--- config.mk ---
export PLATFORM = sky130hd
export DESIGN_NAME = uart_rx_byte
export DESIGN_NICKNAME = d
export VERILOG_FILES = /design/src/rtl/uart_rx_byte.sv
export SDC_FILE = /design/constraint.sdc
export NUM_CORES = 1
export LEC_CHECK = 0
export CAP_MARGIN = 5
export CORE_UTILIZATION = 35
export CTS_CLUSTER_SIZE = 40
export DETAILED_ROUTE_END_ITERATION = 16
export GPL_ROUTABILITY_DRIVEN = 0
export SYNTH_ARGS = -nofsm -noshare
export SYNTH_HDL_FRONTEND = slang
export SYNTH_SLANG_ARGS = --single-unit
--- constraint.sdc ---
create_clock -name CLK -period 2.44 [get_ports CLK]
set_input_delay 0.732 -clock CLK [delete_from_list [all_inputs] [get_ports CLK]]
set_output_delay 0.732 -clock CLK [all_outputs]
set_load 0.02 [all_outputs]
--- src/rtl/uart_rx_byte.sv ---
// uart_rx_byte: 8N1 UART receiver with a 2-flop synchroniser, a 3-sample majority vote,
// framing-error detection and break recovery.
module uart_rx_byte #(
   parameter int CLKS_PER_BIT = 868,
   localparam int CNT_W = $clog2(CLKS_PER_BIT)
) (
   input  logic       CLK,
   input  logic       RST_N,
   input  logic       RxD,
   output logic [7:0] RxD_data,
   output logic       RxD_data_in_ready,
   output logic       RxD_frame_err,
   output logic       RxD_busy
);
   typedef enum logic [2:0] {IDLE, START, DATA, STOP, BREAK} state_t;
   localparam logic [CNT_W-1:0] LAST = CNT_W'(CLKS_PER_BIT - 1);
   localparam logic [CNT_W-1:0] MID  = CNT_W'(CLKS_PER_BIT / 2);
   state_t           state, state_n;
   logic             s1, rx_s;
   logic [2:0]       v;
   logic [CNT_W-1:0] timer, timer_n;
   logic [2:0]       idx, idx_n;
   logic [7:0]       shift, shift_n, data_n;
   logic             ready_n, ferr_n, busy_n, vote, wrap;
   assign vote = (v[0] & v[1]) | (v[0] & v[2]) | (v[1] & v[2]);
   assign wrap = timer == LAST;
   always_ff @(posedge CLK or negedge RST_N) begin
      if (!RST_N) begin
         s1                <= 1'b1;
         rx_s              <= 1'b1;
         v                 <= 3'b111;
         state             <= IDLE;
         timer             <= '0;
         idx               <= '0;
         shift             <= '0;
         RxD_data          <= '0;
         RxD_data_in_ready <= 1'b0;
         RxD_frame_err     <= 1'b0;
         RxD_busy          <= 1'b0;
      end else begin
         s1                <= RxD;
         rx_s              <= s1;
         v                 <= {v[1:0], rx_s};
         state             <= state_n;
         timer             <= timer_n;
         idx               <= idx_n;
         shift             <= shift_n;
         RxD_data          <= data_n;
         RxD_data_in_ready <= ready_n;
         RxD_frame_err     <= ferr_n;
         RxD_busy          <= busy_n;
      end
   end
   // v[0] is the previous rx_s, so v[0] & ~rx_s marks the start edge
   always_comb begin
      state_n = state;
      timer_n = wrap ? '0 : timer + 1'b1;
      idx_n   = idx;
      shift_n = shift;
      data_n  = RxD_data;
      ready_n = 1'b0;
      ferr_n  = 1'b0;
      busy_n  = RxD_busy;
      case (state)
         IDLE: begin
            timer_n = '0;
            if (v[0] && !rx_s) begin
               busy_n  = 1'b1;
               state_n = START;
            end
         end
         START: if (timer == MID) begin
            timer_n = '0;
            idx_n   = '0;
            busy_n  = !vote;
            state_n = vote ? IDLE : DATA;
         end
         DATA: if (wrap) begin
            shift_n = {vote, shift[7:1]};
            idx_n   = idx + 3'd1;
            if (idx == 3'd7) state_n = STOP;
         end
         // leaves at the stop-bit midpoint so a zero-gap next start edge is caught
         STOP: if (wrap) begin
            if (vote) begin
               data_n  = shift;
               ready_n = 1'b1;
               busy_n  = 1'b0;
               state_n = IDLE;
            end else begin
               ferr_n  = 1'b1;
               timer_n = '0;
               state_n = BREAK;
            end
         end
         BREAK: begin
            if (!rx_s) timer_n = '0;
            else if (wrap) begin
               busy_n  = 1'b0;
               state_n = IDLE;
            end
         end
         default: state_n = IDLE;
      endcase
   end
endmodule
==> metrics.md, run 1 <==
| Metric | Value |
|---|---|
| Pre-antenna DRT Iters | 4 |
| Status | finished, final reports clean |
| Total Power | roughly 1.9 mW |
| Seq/Total Area, Yosys | 0.563 |
| Via density | between 4 and 5 |
| Final period util | 0.937 |
| Final hold slack | between 0.3 and 0.4 ns |
| Sequential power share | 0.449 |
| Final Hold Fails | 0 |
| Routed vias | 1199 |
| GR Overflow Total | 0 |
| Hold Crit Class | primary input to asynchronous set/reset pin |
| Fmax | between 0.4 and 0.5 GHz |
| Final setup fails | 0 |
| Pwr/cell area | roughly 900 nW/µm² |
| CP top delay family | simple AND/OR/NAND/NOR gates |
| Clk_skew | between 0.008 and 0.009 ns |
| Worst setup EP type | flop |
| Synthesis-stage register bit count | 40 |
| Number of global-route vias before repair | 1166 |
| CTS H-tree lvls | 2 |
| Cell area after layout | ~2100 µm² |
| GRT Util Overall | 0.139 |
| Dpl hpwl | between 2000 and 2500 µm |
| Routed WL | just over 3000 µm |
| Rows | 25 |
| Buffers on Ports | 13 |
| Int Power | around 1.3 mW |
| Max Transition Viols Final | 0 |
| Critical Path Source Type | flop |
| Initial core utilization | 0.371 |
| Die width | 73.5 µm |
| CTS tree | yes |
| I/O pin count | 14 |
| Worst-margin pin slew | roughly 0.46 ns |
| Layout cells sized above 1 | 0.221 |
| Inserted Clock Buffers | 5 |
| Synth warn | 0 |
| Post-CTS sizing | 0 |
| Global-route wire length before repair | roughly 5500 µm |
| Die height | 73.5 µm |
| Cell variety after synth | 38 |
| Worst reg2reg startpoint | timer[4] |
| Clock power share | 0.290 |
| Worst vdd ir | between 300 and 400 µV |
| Core outline area | 4820 µm² |
| Post-CTS setup buffers | 0 |
| CP max FO | 7 |
| LEAKAGE | just under 1 nW |
| Syn_area_per_cell | 11.0 µm² |
| Levels on crit path | 5 |
| Cells after Synth | 162 |
| Crit path DAT | roughly 2.5 ns |
| Cell Area, Synth | approximately 1800 µm² |
| Antenna fix cells | 0 |
| Nets@finish | ~190 |
| Clk root buf | clkbuf_8 |
| CP required | ~2.6 ns |
| RSZ-0062 raised after global routing | no |
| Final ANT Viol Nets | 0 |
| Sum Neg Setup Slack | 0 ns |
| Crit-path cells | or4_1 > or3_1 > nor3_2 > a21oi_1 > mux2_2 |
| Reg-to-reg endpoint | idx[0] |
| Skew-Pair Late Insertion Delay | 0.29 ns |
| Max-cap viol count | 0 |
| Reg-to-reg slack, setup | about 0.15 ns |
| Placed cell area | around 2000 µm² |
| Largest net degree at the start of global routing | 16 |
| P&R area growth vs syn | 18.1% |
| Iteration-0 DRC Markers | 57 |
| Routed wire per std cell | between 10 and 15 µm |
| Buf/Inv on CP | 0 |
| Sw Ratio | 0.330 |
| Clock buffer depth | 2 |
| Minimum clock period | around 2.3 ns |
| Sink Count | 40 |
| DRC | 0 |
| Worst reg2reg path depth | 5 |
| Syn Nets | between 150 and 200 |
| Slew HR | 0.689 |
| Combinational share of power | 0.260 |
| CP peak stage delay | 0.54 ns |
| Critical path class | flop to flop |
| Clock transition at path regs | approximately 0.080 ns |
| Hold_buf cts | 0 |
| Slowest CP cell | or4_1 |
| Die ar. | 5400 µm² |
| Initial antenna violation count | 0 |
| Net Sw Power | 0.626 mW |
## per-layer routing
layer  vias up  part of all wire  GRT usage
li1        587                 -          -
met1       582              0.48      0.179
met2        19              0.45      0.208
met3        11             0.034     0.0439
met4         0             0.032     0.0769
met5         -                 0          0
## cells in the mapped netlist, drive strengths merged
cell,n,share of area
nand2b,3,0.010
nand3b,1,0.0042
nor4,1,0.0035
o21ai,3,0.015
a21oi,4,0.011
a22oi,1,0.0042
buf,2,0.010
or3,1,0.0035
nor3,4,0.014
o41ai,1,0.0049
nor2,19,0.041
or3b,2,0.0098
nand4,1,0.0035
or4,1,0.0042
ha,4,0.028
o211ai,1,0.0042
mux2,14,0.088
dfstp,5,0.073
nand2,27,0.058
dfrtp,35,0.49
xor2,3,0.015
or2,1,0.0035
xnor2,5,0.024
nor3b,2,0.0084
nand3,6,0.020
o31ai,1,0.0042
maj3,1,0.0056
and3,4,0.014
a22o,2,0.0098
clkbuf,3,0.0063
inv,4,0.0084
## flip-flops by register name, indices dropped and copies added (netlist names)
register,cells
timer,10
RxD_data,8
shift,8
idx,3
state,3
v,3
RxD_busy,1
RxD_data_in_ready,1
RxD_frame_err,1
rx_s,1
s1,1
## how the worst max path moves through the flow
stage,startpoint,endpoint,slack [ns]
2_1_floorplan,timer[4],idx[0],0.36
3_3_place_gp,timer[2],idx[0],0.22
3_5_place_dp,timer[0],state[1],0.17
4_1_cts,timer[0],state[1],0.14
5_1_grt,timer[4],idx[0],0.07
6_report,timer[4],idx[0],0.15
## power by group through the flow
stage	Combinational (mW)	Sequential, mW	Clock [mW]
5_1_grt	0.562	0.872	0.599
4_1_cts	0.484	0.850	0.568
3_3_place_gp	0.468	0.858	0
6_report	0.494	0.852	0.551
3_5_place_dp	0.479	0.863	0
2_1_floorplan	0.425	0.802	0
## cells in the final DEF, fill, tap and decap left out, types with 2 or more instances in the layout
cell type	instances
nor2_1	18
nand2_1	26
inv_1	4
ha_1	4
buf_4	3
clkbuf_8	5
a22o_1	2
xor2_1	3
and3_1	4
or3b_2	2
mux2_2	14
dfstp_2	5
xnor2_1	5
clkdlybuf4s50_1	12
nor3_1	3
a21oi_1	4
nand2b_1	3
nor3b_1	2
nand3_1	5
dfrtp_1	35
## metrics by stage
stage | setup WS, ns | util | std cells
4_1_cts | 0.138 | 0.437 | 248
2_1_floorplan | 0.362 | - | 162
3_3_place_gp | 0.219 | 0.413 | 240
3_5_place_dp | 0.170 | 0.413 | 240
6_report | 0.155 | 0.439 | 248
5_1_grt | 0.0714 | 0.439 | 248
## cell families (layout without fill, tap and decap cells)
| group | count (synthesis) | count (layout) | share of synthesized area |
|---|---|---|---|
| AND/OR/NAND/NOR | 73 | 73 | 0.198 |
| flip-flops | 40 | 40 | 0.563 |
| XOR/XNOR | 8 | 8 | 0.0392 |
| AO/OA/AOI/OAI | 13 | 13 | 0.0532 |
| buffers and inverters | 9 | 28 | 0.0252 |
| adder cells (fa/ha/maj) | 5 | 5 | 0.0336 |
| multiplexers | 14 | 14 | 0.0881 |
## final cells by class
| class | instances | area (µm²) |
|---|---|---|
| Fill cell | 485 | 2700 |
| Timing Repair Buffer | 16 | 148 |
| Clock inverter | 3 | 46.3 |
| Tap cell | 67 | 83.8 |
| Inverter | 4 | 15.0 |
| Clock buffer | 5 | 68.8 |
| Multi-Input combinational cell | 113 | 744 |
| Sequential cell | 40 | 1010 |
## worst register-to-register path, delay by kind of cell, from the launching register on
kind | cells | cell delay (ns)
AND/OR/NAND/NOR | 3 | 1.34
flip-flops | 1 | 0.44
AO/OA/AOI/OAI | 1 | 0.11
multiplexers | 1 | 0.29
Note: power is estimated with default switching activity, not from simulation.
==> inputs of run 2 (changes only) <==
Settings changed: CAP_MARGIN 5 to unset, CORE_MARGIN set to 2, CORE_UTILIZATION 35 to 55, PLACE_DENSITY set to 0.76.
==> metrics.md, run 2 (same netlist as run 1, synthesis figures left out) <==
| Metric | Value |
|---|---|
| Status | finished, final reports clean (unchanged) |
| Iteration-0 DRC Markers | 75 (was 57) |
| Sequential power share | 0.520 (was 0.449) |
| Routed wire per std cell | 13.8 µm (was 12.3 µm) |
| Core outline area | 3080 µm² (was 4820 µm²) |
| Routed vias | 1189 (was 1199) |
| Inserted Clock Buffers | 5 (unchanged) |
| Worst reg2reg startpoint | timer[4] (unchanged) |
| Clk_skew | 0.00727 ns (was 0.00815 ns) |
| Clock buffer depth | 2 (unchanged) |
| Critical path class | flop to flop (unchanged) |
| Combinational share of power | 0.286 (was 0.260) |
| Largest net degree at the start of global routing | 41 (was 16) |
| Reg-to-reg endpoint | idx[0] (unchanged) |
| Die height | 61.0 µm (was 73.5 µm) |
| Clock transition at path regs | 0.11 ns (was 0.08 ns) |
| Placed cell area | 1950 µm² (was 1990 µm²) |
| GR Overflow Total | 0 (unchanged) |
| RSZ-0062 raised after global routing | no (unchanged) |
| Dpl hpwl | 2130 µm (was 2140 µm) |
| Multi-input gate area | 737 µm² (was 744 µm²) |
| Sw Ratio | 0.350 (was 0.330) |
| Final period util | 0.942 (was 0.937) |
| Cell area after layout | 2000 µm² (was 2110 µm²) |
| Final setup fails | 0 (unchanged) |
| Fmax | 0.435 GHz (was 0.438 GHz) |
| Hold Startpoint | s1 |
| Max-cap viol count | 0 (unchanged) |
| Skew-Pair Late Insertion Delay | 0.35 ns (was 0.29 ns) |
| Final ANT Viol Nets | 0 (unchanged) |
| Filler Cells Inserted | 269 (was 485) |
| Nets@finish | 185 (was 187) |
| Int Power | 1.07 mW (was 1.27 mW) |
| Global-route wire length before repair | 5060 µm (was 5550 µm) |
| Final Hold Fails | 0 (unchanged) |
| Via density | 5.33 (was 4.83) |
| Hold path endpoint | rx_s |
| CTS tree | yes (unchanged) |
| Buffers on Ports | 13 (unchanged) |
| Minimum clock period | 2.30 ns (was 2.29 ns) |
| Total Power | 1.64 mW (was 1.90 mW) |
| Die ar. | 3730 µm² (was 5400 µm²) |
| LEAKAGE | 0.953 nW (was 0.991 nW) |
| Slew HR | 0.437 (was 0.689) |
| Max Transition Viols Final | 0 (unchanged) |
| Number of global-route vias before repair | 1137 (was 1166) |
| Worst-margin pin slew | 0.845 ns (was 0.463 ns) |
| Worst vdd ir | 514 µV (was 384 µV) |
| Reg-to-reg slack, setup | 0.14 ns (was 0.15 ns) |
| Hold-critical path depth | 0 |
| Pwr/cell area | 822 nW/µm² (was 897 nW/µm²) |
| CP max FO | 7 (unchanged) |
| Crit path DAT | 2.55 ns (was 2.47 ns) |
| Net Sw Power | 0.575 mW (was 0.626 mW) |
| Clk root buf | clkbuf_4 (was clkbuf_8) |
| Largest register by flop count | timer (unchanged) |
| Critical Path Source Type | flop (unchanged) |
| Die width | 61.0 µm (was 73.5 µm) |
| Max FFs per register | 10 (unchanged) |
| Initial antenna violation count | 0 (unchanged) |
| I/O pin count | 14 (unchanged) |
| Largest regs | timer (10), RxD_data (8), shift (8) (unchanged) |
| Most frequent cells in the layout | dfrtp_1, nand2_1, nor2_1 (unchanged) |
| Clock power share | 0.194 (was 0.290) |
| Pre-antenna DRT Iters | 4 (unchanged) |
| Routed WL | 3080 µm (was 3060 µm) |
| Hold Crit Class | flop to flop (was primary input to asynchronous set/reset pin) |
| Post-CTS sizing | 0 (unchanged) |
| Initial core utilization | 0.581 (was 0.371) |
| Post-CTS setup buffers | 0 (unchanged) |
| GRT Util Overall | 0.192 (was 0.139) |
| FF+latch area | 1010 µm² (unchanged) |
| Antenna fix cells | 0 (unchanged) |
| Layout cells sized above 1 | 0.196 (was 0.221) |
| Worst reg2reg path depth | 5 (unchanged) |
| Sum Neg Setup Slack | 0 ns (unchanged) |
| P&R area growth vs syn | 11.6% (was 18.1%) |
| CTS H-tree lvls | 2 (unchanged) |
| Sink Count | 40 (unchanged) |
| Rows | 20 (was 25) |
| DRC | 0 (unchanged) |
| Hold_buf cts | 0 (unchanged) |
| Most common cell after layout, fill and taps aside | dfrtp_1 (unchanged) |
| CP required | 2.69 ns (was 2.63 ns) |
| Worst setup EP type | flop (unchanged) |
-- run 2: worst max-delay path by stage --
stage,startpoint,to,cells after the start
after floorplan,timer[4],idx[0],6
after global placement,timer[4],idx[0],5
after detailed placement,timer[4],idx[0],5
after CTS,timer[4],idx[0],5
after global routing,timer[4],idx[0],5
final,timer[4],idx[0],5
-- run 2: stage by stage --
step	utilization	hold slack, ns	worst slack, ns	instances
3_5_place_dp	0.633	0.350	0.137	215
4_1_cts	0.649	0.369	0.115	223
5_1_grt	0.649	0.372	0.0470	223
6_report	0.649	0.367	0.141	223
3_3_place_gp	0.633	0.350	0.238	215
2_1_floorplan	-	0.345	0.362	162
-- run 2: final cells by class --
type,instances,area share
Sequential cell,40,0.504
Multi-Input combinational cell,113,0.369
Timing Repair Buffer,14,0.0664
Tap cell,44,0.0276
Clock buffer,7,0.0226
Inverter,4,0.00752
Clock inverter,1,0.00251
-- run 2: power by group through the flow --
stage          clock network [mW]  registers (mW)  logic [mW]
2_1_floorplan                   0           0.802       0.425
3_3_place_gp                    0           0.855       0.458
3_5_place_dp                    0           0.864       0.473
4_1_cts                     0.328           0.851       0.476
5_1_grt                     0.352           0.869       0.532
6_report                    0.319           0.853       0.470
-- run 2: critical path, stage by stage (launching register included) --
cell and delay, ns:
dfrtp_1 0.45, or4_1 0.54, or3_1 0.52, nor3_2 0.31, a21oi_1 0.11, mux2_2 0.28
-- run 2: layer usage --
metal / global-route usage / up-vias / routed length, µm
met5: 0 / - / 0
met4: 0.0932 / 0 / 72
met3: 0.0504 / 8 / 109
met2: 0.309 / 27 / 1510
met1: 0.241 / 573 / 1380
li1: - / 581 / -
==> inputs of run 3 (changes only) <==
Settings changed: GPL_ROUTABILITY_DRIVEN 0 to unset.
==> results of run 3 <==
Same layout as run 2: the final DEF is identical, and so are final timing and power.
